[src/rtl/cfg_shift_mux_bank_pkg.sv]
// Shared definitions for the configurable shift-loaded mux bank:
// configuration FSM state encodings and a constant clog2 helper.
package cfg_shift_mux_bank_pkg;

  typedef enum logic [1:0] {
    ST_EMPTY = 2'd0,
    ST_LOAD  = 2'd1,
    ST_FULL  = 2'd2
  } cfg_state_e;

  // Ceiling log2; returns 0 for values 0 and 1.
  function automatic int unsigned clog2(input int unsigned value);
    int unsigned res;
    int unsigned pow;
    res = 0;
    pow = 1;
    while (pow < value) begin
      pow = pow << 1;
      res = res + 1;
    end
    return res;
  endfunction

endpackage

[src/rtl/cfg_shift_mux_bank_mux.sv]
// Purely combinational N:1 lane mux; N is a power of two.
module cfg_mux_n
  import cfg_shift_mux_bank_pkg::*;
#(
  parameter int unsigned N = 16,
  localparam int unsigned SEL_W = clog2(N)
) (
  input  logic [N-1:0]     lanes,
  input  logic [SEL_W-1:0] sel,
  output logic             out
);

  // Route the selected lane straight through.
  always_comb out = lanes[sel];

endmodule

[src/rtl/cfg_shift_mux_bank.sv]
// Bank of NUM_MUX configurable N:1 routing muxes. Selects come from an
// active register that is loaded atomically from a serially shifted,
// daisy-chainable shadow register on commit.
module cfg_shift_mux_bank
  import cfg_shift_mux_bank_pkg::*;
#(
  parameter int unsigned NUM_MUX    = 4,
  parameter int unsigned MUX_INPUTS = 16,
  parameter int unsigned OUT_REG    = 0,
  localparam int unsigned SEL_W     = clog2(MUX_INPUTS),
  localparam int unsigned CFG_BITS  = NUM_MUX * SEL_W
) (
  input  logic                          CLK,
  input  logic                          RST,
  input  logic                          CFG_DIN,
  input  logic                          CFG_SHIFT,
  input  logic                          CFG_COMMIT,
  input  logic                          CFG_ERR_CLR,
  output logic                          CFG_DOUT,
  output logic                          CFG_FULL,
  output logic                          CFG_BUSY,
  output logic                          CFG_ERR,
  output logic                          CFG_ACK,
  output logic [CFG_BITS-1:0]           SEL_ACTIVE,
  input  logic [NUM_MUX*MUX_INPUTS-1:0] IN,
  output logic [NUM_MUX-1:0]            O
);

  localparam int unsigned CNT_W = clog2(CFG_BITS + 1);
  localparam logic [CNT_W-1:0] CNT_MAX = CNT_W'(CFG_BITS);
  localparam logic [CNT_W-1:0] CNT_ONE = CNT_W'(1);

  cfg_state_e          state_q, state_d;
  logic [CNT_W-1:0]    count_q, count_d;
  logic [CFG_BITS-1:0] shadow_q, shadow_d;
  logic [CFG_BITS-1:0] active_q, active_d;
  logic                err_q, err_d;
  logic                ack_q, ack_d;
  logic                err_set;
  logic [NUM_MUX-1:0]  o_comb;

  // Next-state logic for the load FSM, shadow/active registers and flags.
  always_comb begin
    state_d  = state_q;
    count_d  = count_q;
    shadow_d = shadow_q;
    active_d = active_q;
    ack_d    = 1'b0;
    err_set  = 1'b0;

    // Shift-then-OR form stays legal when CFG_BITS is 1.
    if (CFG_SHIFT) begin
      shadow_d = (shadow_q << 1) | CFG_BITS'(CFG_DIN);
    end

    unique case (state_q)
      ST_EMPTY: begin
        if (CFG_COMMIT) err_set = 1'b1;
        if (CFG_SHIFT) begin
          count_d = CNT_ONE;
          state_d = (CNT_ONE == CNT_MAX) ? ST_FULL : ST_LOAD;
        end
      end
      ST_LOAD: begin
        if (CFG_COMMIT) err_set = 1'b1;
        if (CFG_SHIFT) begin
          count_d = count_q + CNT_ONE;
          if (count_q + CNT_ONE == CNT_MAX) state_d = ST_FULL;
        end
      end
      ST_FULL: begin
        if (CFG_COMMIT) begin
          // Commit captures the pre-shift shadow; a simultaneous shift
          // starts the next load.
          active_d = shadow_q;
          ack_d    = 1'b1;
          if (CFG_SHIFT) begin
            count_d = CNT_ONE;
            state_d = (CNT_ONE == CNT_MAX) ? ST_FULL : ST_LOAD;
          end else begin
            count_d = '0;
            state_d = ST_EMPTY;
          end
        end else if (CFG_SHIFT) begin
          err_set = 1'b1;
        end
      end
      default: begin
        state_d = ST_EMPTY;
        count_d = '0;
      end
    endcase

    err_d = err_set | (err_q & ~CFG_ERR_CLR);
  end

  // Configuration state registers with synchronous reset.
  always_ff @(posedge CLK) begin
    if (RST) begin
      state_q  <= ST_EMPTY;
      count_q  <= '0;
      shadow_q <= '0;
      active_q <= '0;
      err_q    <= 1'b0;
      ack_q    <= 1'b0;
    end else begin
      state_q  <= state_d;
      count_q  <= count_d;
      shadow_q <= shadow_d;
      active_q <= active_d;
      err_q    <= err_d;
      ack_q    <= ack_d;
    end
  end

  for (genvar k = 0; k < NUM_MUX; k++) begin : g_mux
    cfg_mux_n #(.N(MUX_INPUTS)) u_mux (
      .lanes (IN[k*MUX_INPUTS +: MUX_INPUTS]),
      .sel   (active_q[k*SEL_W +: SEL_W]),
      .out   (o_comb[k])
    );
  end

  if (OUT_REG != 0) begin : g_oreg
    logic [NUM_MUX-1:0] o_q, o_d;

    // Next value of the registered output stage.
    always_comb o_d = o_comb;

    // Output register, cleared by reset.
    always_ff @(posedge CLK) begin
      if (RST) o_q <= '0;
      else     o_q <= o_d;
    end

    assign O = o_q;
  end else begin : g_ocomb
    assign O = o_comb;
  end

  assign CFG_DOUT   = shadow_q[CFG_BITS-1];
  assign CFG_FULL   = (state_q == ST_FULL);
  assign CFG_BUSY   = (state_q == ST_LOAD);
  assign CFG_ERR    = err_q;
  assign CFG_ACK    = ack_q;
  assign SEL_ACTIVE = active_q;

endmodule

[config.mk]
export PLATFORM = sky130hd
export DESIGN_NAME = cfg_shift_mux_bank
export DESIGN_NICKNAME = d
export VERILOG_FILES = /design/src/rtl/cfg_shift_mux_bank_pkg.sv /design/src/rtl/cfg_shift_mux_bank_mux.sv /design/src/rtl/cfg_shift_mux_bank.sv
export SDC_FILE = /design/constraint.sdc
export NUM_CORES = 1
export LEC_CHECK = 0
export CAP_MARGIN = 20
export CORE_ASPECT_RATIO = 1.25
export CORE_MARGIN = 3
export CORE_UTILIZATION = 41
export DETAILED_ROUTE_END_ITERATION = 12
export PLACE_DENSITY = 0.76
export SLEW_MARGIN = 40
export SYNTH_ARGS = -nofsm -noshare
export SYNTH_HDL_FRONTEND = slang
export SYNTH_HIERARCHICAL = 1
export SYNTH_SLANG_ARGS = --single-unit
[constraint.sdc]
create_clock -name CLK -period 2.15 [get_ports CLK]
set_clock_uncertainty 0.2 [all_clocks]
set_input_delay 0.3225 -clock CLK [delete_from_list [all_inputs] [get_ports CLK]]
set_output_delay 0.3225 -clock CLK [all_outputs]
set_load 0.05 [all_outputs]
# Yosys cells after proc, flatten, opt, wreduce, memory -nomap -nowiden
# Cells that the tools add are included.
# totals
output_inout_bits,25
in_bits,70
register_bits,41
elab_cells,52
# op_classes
eq_ne,7
n_reduce_logical,6
mux,23
bitwise_logic,5
n_addsub,1
magnitude_cmp,4
# ops
operator,count
$lt A4 B5 Y1 const B,4
$bmux W1 S4,4
$or A16 B1 Y16,1
$mux W5,3
$pmux W5 S3,1
$mux W1,9
$mux W2,4
$ne A2 B2 Y1 const B,3
$pmux W2 S3,1
$add A5 B1 Y5 const B,1
$eq A5 B5 Y1 const B,1
$reduce_and A4 Y1,1
$reduce_or A2 Y1,2
$reduce_and A3 Y1,1
$eq A2 B1 Y1 const B,1
$eq A2 B2 Y1 const B,1
$logic_not A2 Y1,1
$ne A2 B1 Y1 const B,1
$not A1 Y1,2
$pmux W1 S2,1
$reduce_and A2 Y1,1
$and A1 B1 Y1,1
$or A1 B1 Y1,1

# Depth between registers and ports, before layout
# Gate-level depths: netlist of the first run.
# depth
word_depth,5
depth_mapped,7
depth_no_buf,5

# Modules after synthesis
# Netlist of the first run, hierarchy kept.
# modules_own_cells
module,seq_area_each_um2,instances,area_per_inst_um2,cells_per_inst
cfg_shift_mux_bank,820.8,1,1626.6,181
cfg_mux_n,0.0,4,135.1,7

# Least setup slack after synthesis of the first run
# OpenSTA, ideal clock, no wires.
# synth_timing
path_kind,flip-flop to output port
startpoint,"register active_q[0], in the netlist SEL_ACTIVE[0]"
endpoint,output port O[0]
stages_incl_launch_ff,4
required_ns,1.627
n_path_buf,0
setup_slack_ns,-0.345
t_arrival_ns,1.972
cell_sequence,dfxtp_1 > mux4_1 > mux2i_1 > mux2i_1
# synth_between
elab_chain_len,2
# synth_rtl
item,line_no,text
from (decl),cfg_shift_mux_bank.sv:36,"logic [CFG_BITS-1:0] active_q, active_d;"
from (signal assigned),cfg_shift_mux_bank.sv:110,active_q <= active_d;
$bmux W1 S4,cfg_shift_mux_bank_mux.sv:14,always_comb out = lanes[sel];
$mux W1 (implied by the code),cfg_shift_mux_bank_mux.sv:14,
to (decl),cfg_shift_mux_bank.sv:26,output logic [NUM_MUX-1:0] O
# No other way between the ends. The select of a mux whose other input is x is not followed.

# Worst setup path after layout of the first run
# layout_timing
startpoint,"register active_q[4], in the netlist SEL_ACTIVE[4]"
endpoint,output port O[1]
# The elaborated chain is that of the path after synthesis.

==> results of run 1 <==
Yosys cell counts (all sizes together):
cell type,count
a21oi,19
and2b,1
o21ai,4
o31a,1
inv,2
nor2,22
clkbuf,5
xnor2,1
a22oi,2
o22ai,4
a31oi,2
mux2i,28
and3b,1
nor3,1
nand3,2
dfxtp,41
ha,2
nand4b,2
or3b,2
a41oi,1
nand2b,1
xor2,1
and2,2
a211oi,2
buf,7
nand2,35
mux4,16
nor2b,2
flip-flops by register name, indices dropped and copies added (netlist names):
name and flops:
state_q 2, CFG_ERR 1, SEL_ACTIVE 16, CFG_ACK 1, shadow_q 16, count_q 5
cells by family after synthesis:
group	Yosys count	synth area share (%)
XOR/XNOR	2	0.808
flip-flops	41	37.9
AO/OA/AOI/OAI	35	9.64
adder cells (fa/ha/maj)	2	1.15
buffers and inverters	14	3.52
multiplexers	44	32.3
AND/OR/NAND/NOR	71	14.7
worst min-delay path, cell delays in order, from the launching register on:
cell and delay [ns]:
dfxtp_1 0.33, nand2_1 0.06, a21oi_1 0.05
final cells by class:
cell class,count,share of cell area (%)
inverter,2,0.230
timing repair buffer,104,31.7
tap,60,2.30
clock buffer,7,2.64
sequential,41,25.6
multi-input combinational,154,37.6
layer usage:
| layer | track usage, % | part of all wire (%) | vias to the layer above |
|---|---|---|---|
| met3 | 4.27 | 5.5 | 9 |
| li1 | - | - | 953 |
| met2 | 31.6 | 52 | 50 |
| met5 | 0 | 0 | - |
| met4 | 7.18 | 1.5 | 0 |
| met1 | 23.3 | 41 | 900 |
layout by cell type, fill, tap and decap left out, types with 2 or more instances in the layout:
master	n
inv_1	2
mux4_2	16
o21ai_1	2
or3b_1	2
buf_6	4
nor2b_1	2
dlygate4sd2_1	6
mux2i_2	5
clkdlybuf4s50_1	74
nand3_1	2
a31oi_1	2
nor2_1	22
dlymetal6s2s_1	7
clkbuf_8	6
nand2_1	34
buf_4	12
ha_1	2
a22oi_1	2
nand4b_1	2
o22ai_1	4
dfxtp_4	4
dfxtp_1	37
a21oi_1	19
and2_1	2
mux2i_1	23
power by group:
group	leakage, nW	switching (mW)	internal (mW)	total (mW)
combinational	0.927	0.0913	0.168	0.259
clock	0.0443	0.242	0.254	0.496
sequential	0.335	0.00793	0.761	0.769
total	1.31	0.341	1.18	1.52
metrics by stage:
stage / TNS [ns] / area (um2) / hold slack [ns] / instances / setup WS, ns
floorplan: 0 / 2190 / 0.236 / 209 / 0.0388
global placement: -0.194 / 3180 / 0.255 / 357 / -0.0587
detailed placement: -0.287 / 3180 / 0.264 / 357 / -0.0878
CTS: -0.0669 / 3240 / 0.273 / 367 / -0.0343
global route: -0.362 / 3270 / 0.284 / 368 / -0.122
finish: -0.0483 / 3270 / 0.270 / 368 / -0.0332
repair_timing:
action	CTS	global route
resized for setup	30	9
setup buffers	3	1
endpoints found under the setup margin	4	11
path summary, 6_finish.rpt:
path                         to  slack (ns)
setup / recovery           O[1]       -0.03
hold / removal    SEL_ACTIVE[0]        0.27
setup reg to reg     state_q[0]        0.37
hold reg to reg   SEL_ACTIVE[0]        0.27
==> run summary, run 1 <==
Number of H-tree levels = 2
DR iter-0 viols = 36
# Max-Cap Violations = 0
CTS tree = yes
DR WL/cell = 15.3 um
RR Startpoint = count_q[0]
Worst Path Required = 1.63 ns
Std-Cell Rows = 28
Sequential-to-total area share from yosys stat = 37.9%
First-pass GRT wire length = 9.25 mm
Max frequency = 0.458 GHz
Worst vdd ir = 477 uV
Total wire length = 5.62 mm
CP startpoint kind = flop
Filler Cells Inserted = 409
Diodes inserted = 0
IO Pins = 95
CTS root buf = clkbuf_8
Vias/cell = 5.20
Worst setup path class = reg2out
Syn Area/Cell = 10.4 um2
Post-Syn Instances = 209
Critical path cell sequence = mux4_2 > mux2i_2 > mux2i_2 > buf_6
Final Hold Fails = 0
Die width = 71.0 um
Dpl hpwl = 4.09 mm
Mapped Nets = 281
Period utilization = 102%
# nets final = 380
Clk sinks = 41
Crit. Startpoint = SEL_ACTIVE[4]
Critical Path AT = 1.66 ns
CP top delay family = multiplexers
FF+latch area = 836 um2
Reg2Reg Depth = 5
Gr ovfl total = 0
Worst hold start = shadow_q[0]
Core area = 4900 um2
Post-synth top area share = 37.9%
Synth area leaders = dfxtp_1 38%, mux4_1 19%, mux2i_1 13%
Yosys reg bits = 41
Cell variety after synth = 34
Min-delay worst type = reg2reg
Drc violations = 0
Final worst setup slack = -0.0332 ns
Largest net degree at the start of global routing = 36
Synth area leader = dfxtp_1
Initial antenna violation count = 0
Tmin final = 2.18 ns
GP Congestion = 0.758
Hold buffers post-CTS = 0
Vias post-DR = 1912
Critical path buffers and inverters = 1
Area of the multi-input gates = 1230 um2
Crit-path max cell delay = 0.52 ns
RSZ-0062 raised after global routing = yes
Die height = 87.3 um
Final Util = 66.7%
Total power draw = 1.52 mW
Final Max Slew Viols = 0
GRT Util Overall = 18.7%
Initial core utilization = 44.2%
Area growth, synth to finish = 50.9%
Run status = complete, but fails checks
DRT Pass-1 Iters = 4
Measured slew at the worst slew-check pin = 0.530 ns
Worst skew pair latency = 0.29 ns
Violated checks = negative setup slack
Vias in the first global route = 1887
Port bufs = 94
Die area = 6200 um2
CP Capture Type = primary output
Synth Warn # = 6
Worst path depth = 4
Setup Viol. Count Final = 3
Crit-path max FO = 6
Leakage power = 1.31 nW
Power per cell area = 466 nW/um2
Hold path depth = 2
Reg clk slew, reported paths = 0.07 ns
TritonCTS Buffers = 5
Fraction of layout cells with a size suffix above 1 = 17.2%
Post-DRT Antenna Nets = 0
Relative slew slack = 64.6%
Worst path most repeated cell = mux2i_2
CP max-delay cell = mux4_2
CTS Buffer Depth = 2
Post-synthesis cell area = 2170 um2
Note: power is estimated with default switching activity, not from simulation.
==> run 2, diff against run 1 <==
--- a/config.mk
+++ b/config.mk
@@ -8,9 +8,9 @@
 export CAP_MARGIN = 20
 export CORE_ASPECT_RATIO = 1.25
 export CORE_MARGIN = 3
-export CORE_UTILIZATION = 41
+export CORE_UTILIZATION = 42
 export DETAILED_ROUTE_END_ITERATION = 12
-export PLACE_DENSITY = 0.76
+export PLACE_DENSITY = 0.78
 export SLEW_MARGIN = 40
 export SYNTH_ARGS = -nofsm -noshare
 export SYNTH_HDL_FRONTEND = slang
==> run 2 against run 1 <==
  * The flow still finishes with violations (negative setup slack)
  * Die area fell by 2.2%
  * Clock power rose by 28%
  * Flip-flop and latch count unchanged
  * Via count is 1.3% lower
  * Worst setup slack worse by 0.0045 ns
  * Routed wire length is 4.2% lower
  * Critical path depth increased by 1
  * Register-to-register slack better by 0.04 ns
  * Combinational power rose by 2%
  * Sequential share of layout area fell by 0.17 points
  * Highest routed layer unchanged
==> run summary, run 2 (same netlist as run 1, synthesis figures left out) <==
Run status = complete, but fails checks
Violated checks = negative setup slack
Vias in the first global route = 1803
Worst setup path class = in2out
Placed Cells = 356
Period utilization = 102%
Worst skew pair latency = 0.29 ns
CP startpoint kind = input pin
CP max-delay cell = mux4_2
DRT Pass-1 Iters = 4
Worst Path Required = 1.63 ns
Measured slew at the worst slew-check pin = 0.512 ns
Area growth, synth to finish = 51.8%
Leakage power = 1.23 nW
Worst vdd ir = 379 uV
CTS Buffer Depth = 2
CP Capture Type = primary output
Number of H-tree levels = 2
Finished layout cell area = 3290 um2
RSZ-0062 raised after global routing = yes
Fraction of layout cells with a size suffix above 1 = 17.3%
IO Pins = 95
Crit. Startpoint = IN[38]
Setup Slack @ Placement = -0.0979 ns
Dpl hpwl = 3.99 mm
Std-Cell Rows = 28
Switching pwr = 0.359 mW
Sequential share of power = 46.1%
Total power draw = 1.67 mW
Core area = 4870 um2
RR Endpoint = state_q[0]
Critical Path AT = 1.67 ns
CTS tree = yes
Final Max Slew Viols = 0
Initial antenna violation count = 0
CP top delay family = multiplexers
Critical path cell sequence = clkdlybuf4s50_1 > mux4_2 > mux2i_2 > mux2i_2 > buf_6
Largest net degree at the start of global routing = 33
Final worst setup slack = -0.0377 ns
Drc violations = 0
Final Hold Fails = 0
First-pass GRT wire length = 8.80 mm
DR WL/cell = 14.7 um
Diodes inserted = 0
Worst path depth = 5
Clock group share of total power = 38.2%
CP Capture Point = O[2]
Min-delay worst type = reg2reg
Vias/cell = 5.16
GRT Util Overall = 17.7%
Reg2Reg Setup Slack = 0.41 ns
Worst path most repeated cell = mux2i_2
Internal = 1.31 mW
# nets final = 377
Reg2Reg Depth = 5
DR iter-0 viols = 51
Reg clk slew, reported paths = 0.08 ns
Initial core utilization = 44.5%
Die height = 86.3 um
Commonest non-fill, non-tap cell in the layout = clkdlybuf4s50_1
Relative slew slack = 65.8%
Switching Fraction = 21.5%
Filler Cells Inserted = 414
TritonCTS Buffers = 5
Clk sinks = 41
Setup Viol. Count Final = 3
Tmin final = 2.19 ns
Max frequency = 0.457 GHz
Vias post-DR = 1888
Dpl cell area = 3180 um2
Hold buffers post-CTS = 0
Die area = 6060 um2
RR Startpoint = count_q[0]
Gr ovfl total = 0
Combinational Power Share = 15.7%
Total wire length = 5.38 mm
Critical path buffers and inverters = 2
Final Non-Filler Cells = 366
Port bufs = 94
Hold_ws = 0.265 ns
Crit-path max cell delay = 0.48 ns
CTS root buf = clkbuf_8
Most frequent cells in the layout = 81 x clkdlybuf4s50_1, 37 x dfxtp_1, 34 x nand2_1
Power per cell area = 507 nW/um2
# Max-Cap Violations = 0
Crit-path max FO = 1
Die width = 70.2 um
Post-DRT Antenna Nets = 0
GP Congestion = 0.736
[run 2: through the flow]
step           util [%]  setup TNS (ns)
2_1_floorplan         -               0
3_3_place_gp       65.3          -0.175
3_5_place_dp       65.3          -0.284
4_1_cts            67.2          -0.117
5_1_grt            67.6          -0.354
6_report           67.6         -0.0543
[run 2: cell type report]
cell class | count | area, um2 | area share (%)
Timing Repair Buffer | 101 | 1020 | 31.0
Tap cell | 60 | 75.1 | 2.28
Multi-Input combinational cell | 154 | 1230 | 37.5
Clock inverter | 2 | 37.5 | 1.14
Inverter | 2 | 7.51 | 0.228
Clock buffer | 6 | 82.6 | 2.51
Sequential cell | 41 | 836 | 25.4
[run 2: worst min path at each step]
stage               cells past startpoint        start             to
floorplan                               2  shadow_q[0]  SEL_ACTIVE[0]
global placement                        2  shadow_q[0]  SEL_ACTIVE[0]
detailed placement                      2  shadow_q[8]  SEL_ACTIVE[8]
CTS                                     2  shadow_q[8]  SEL_ACTIVE[8]
global route                            2  shadow_q[8]  SEL_ACTIVE[8]
finish                                  2  shadow_q[8]  SEL_ACTIVE[8]
[run 2: tightest hold or removal path, delay by kind of cell (launching register included)]
| family | cells | cell delay (ns) |
|---|---|---|
| AO/OA/AOI/OAI | 1 | 0.05 |
| AND/OR/NAND/NOR | 1 | 0.06 |
| flip-flops | 1 | 0.33 |
[run 2: layer usage]
layer | GRT usage [%] | part of all wire (%) | wire length, um
met5 | 0 | 0 | 0
met4 | 4.18 | 0.82 | 44
met3 | 4.18 | 5.1 | 274
met2 | 27.9 | 48 | 2610
met1 | 24.7 | 46 | 2460
[run 2: timing repair]
action / CTS / global route
gates resized for setup: 27 / 6
buffers inserted: 1 / 1
setup endpoints to repair: 4 / 7
[run 2: power by group through the flow]
stage | logic [mW] | clock network [mW] | registers [mW]
2_1_floorplan | 0.0987 | 0 | 0.794
3_3_place_gp | 0.249 | 0 | 0.791
3_5_place_dp | 0.254 | 0 | 0.791
4_1_cts | 0.262 | 0.653 | 0.768
5_1_grt | 0.278 | 0.686 | 0.770
6_report | 0.263 | 0.636 | 0.768
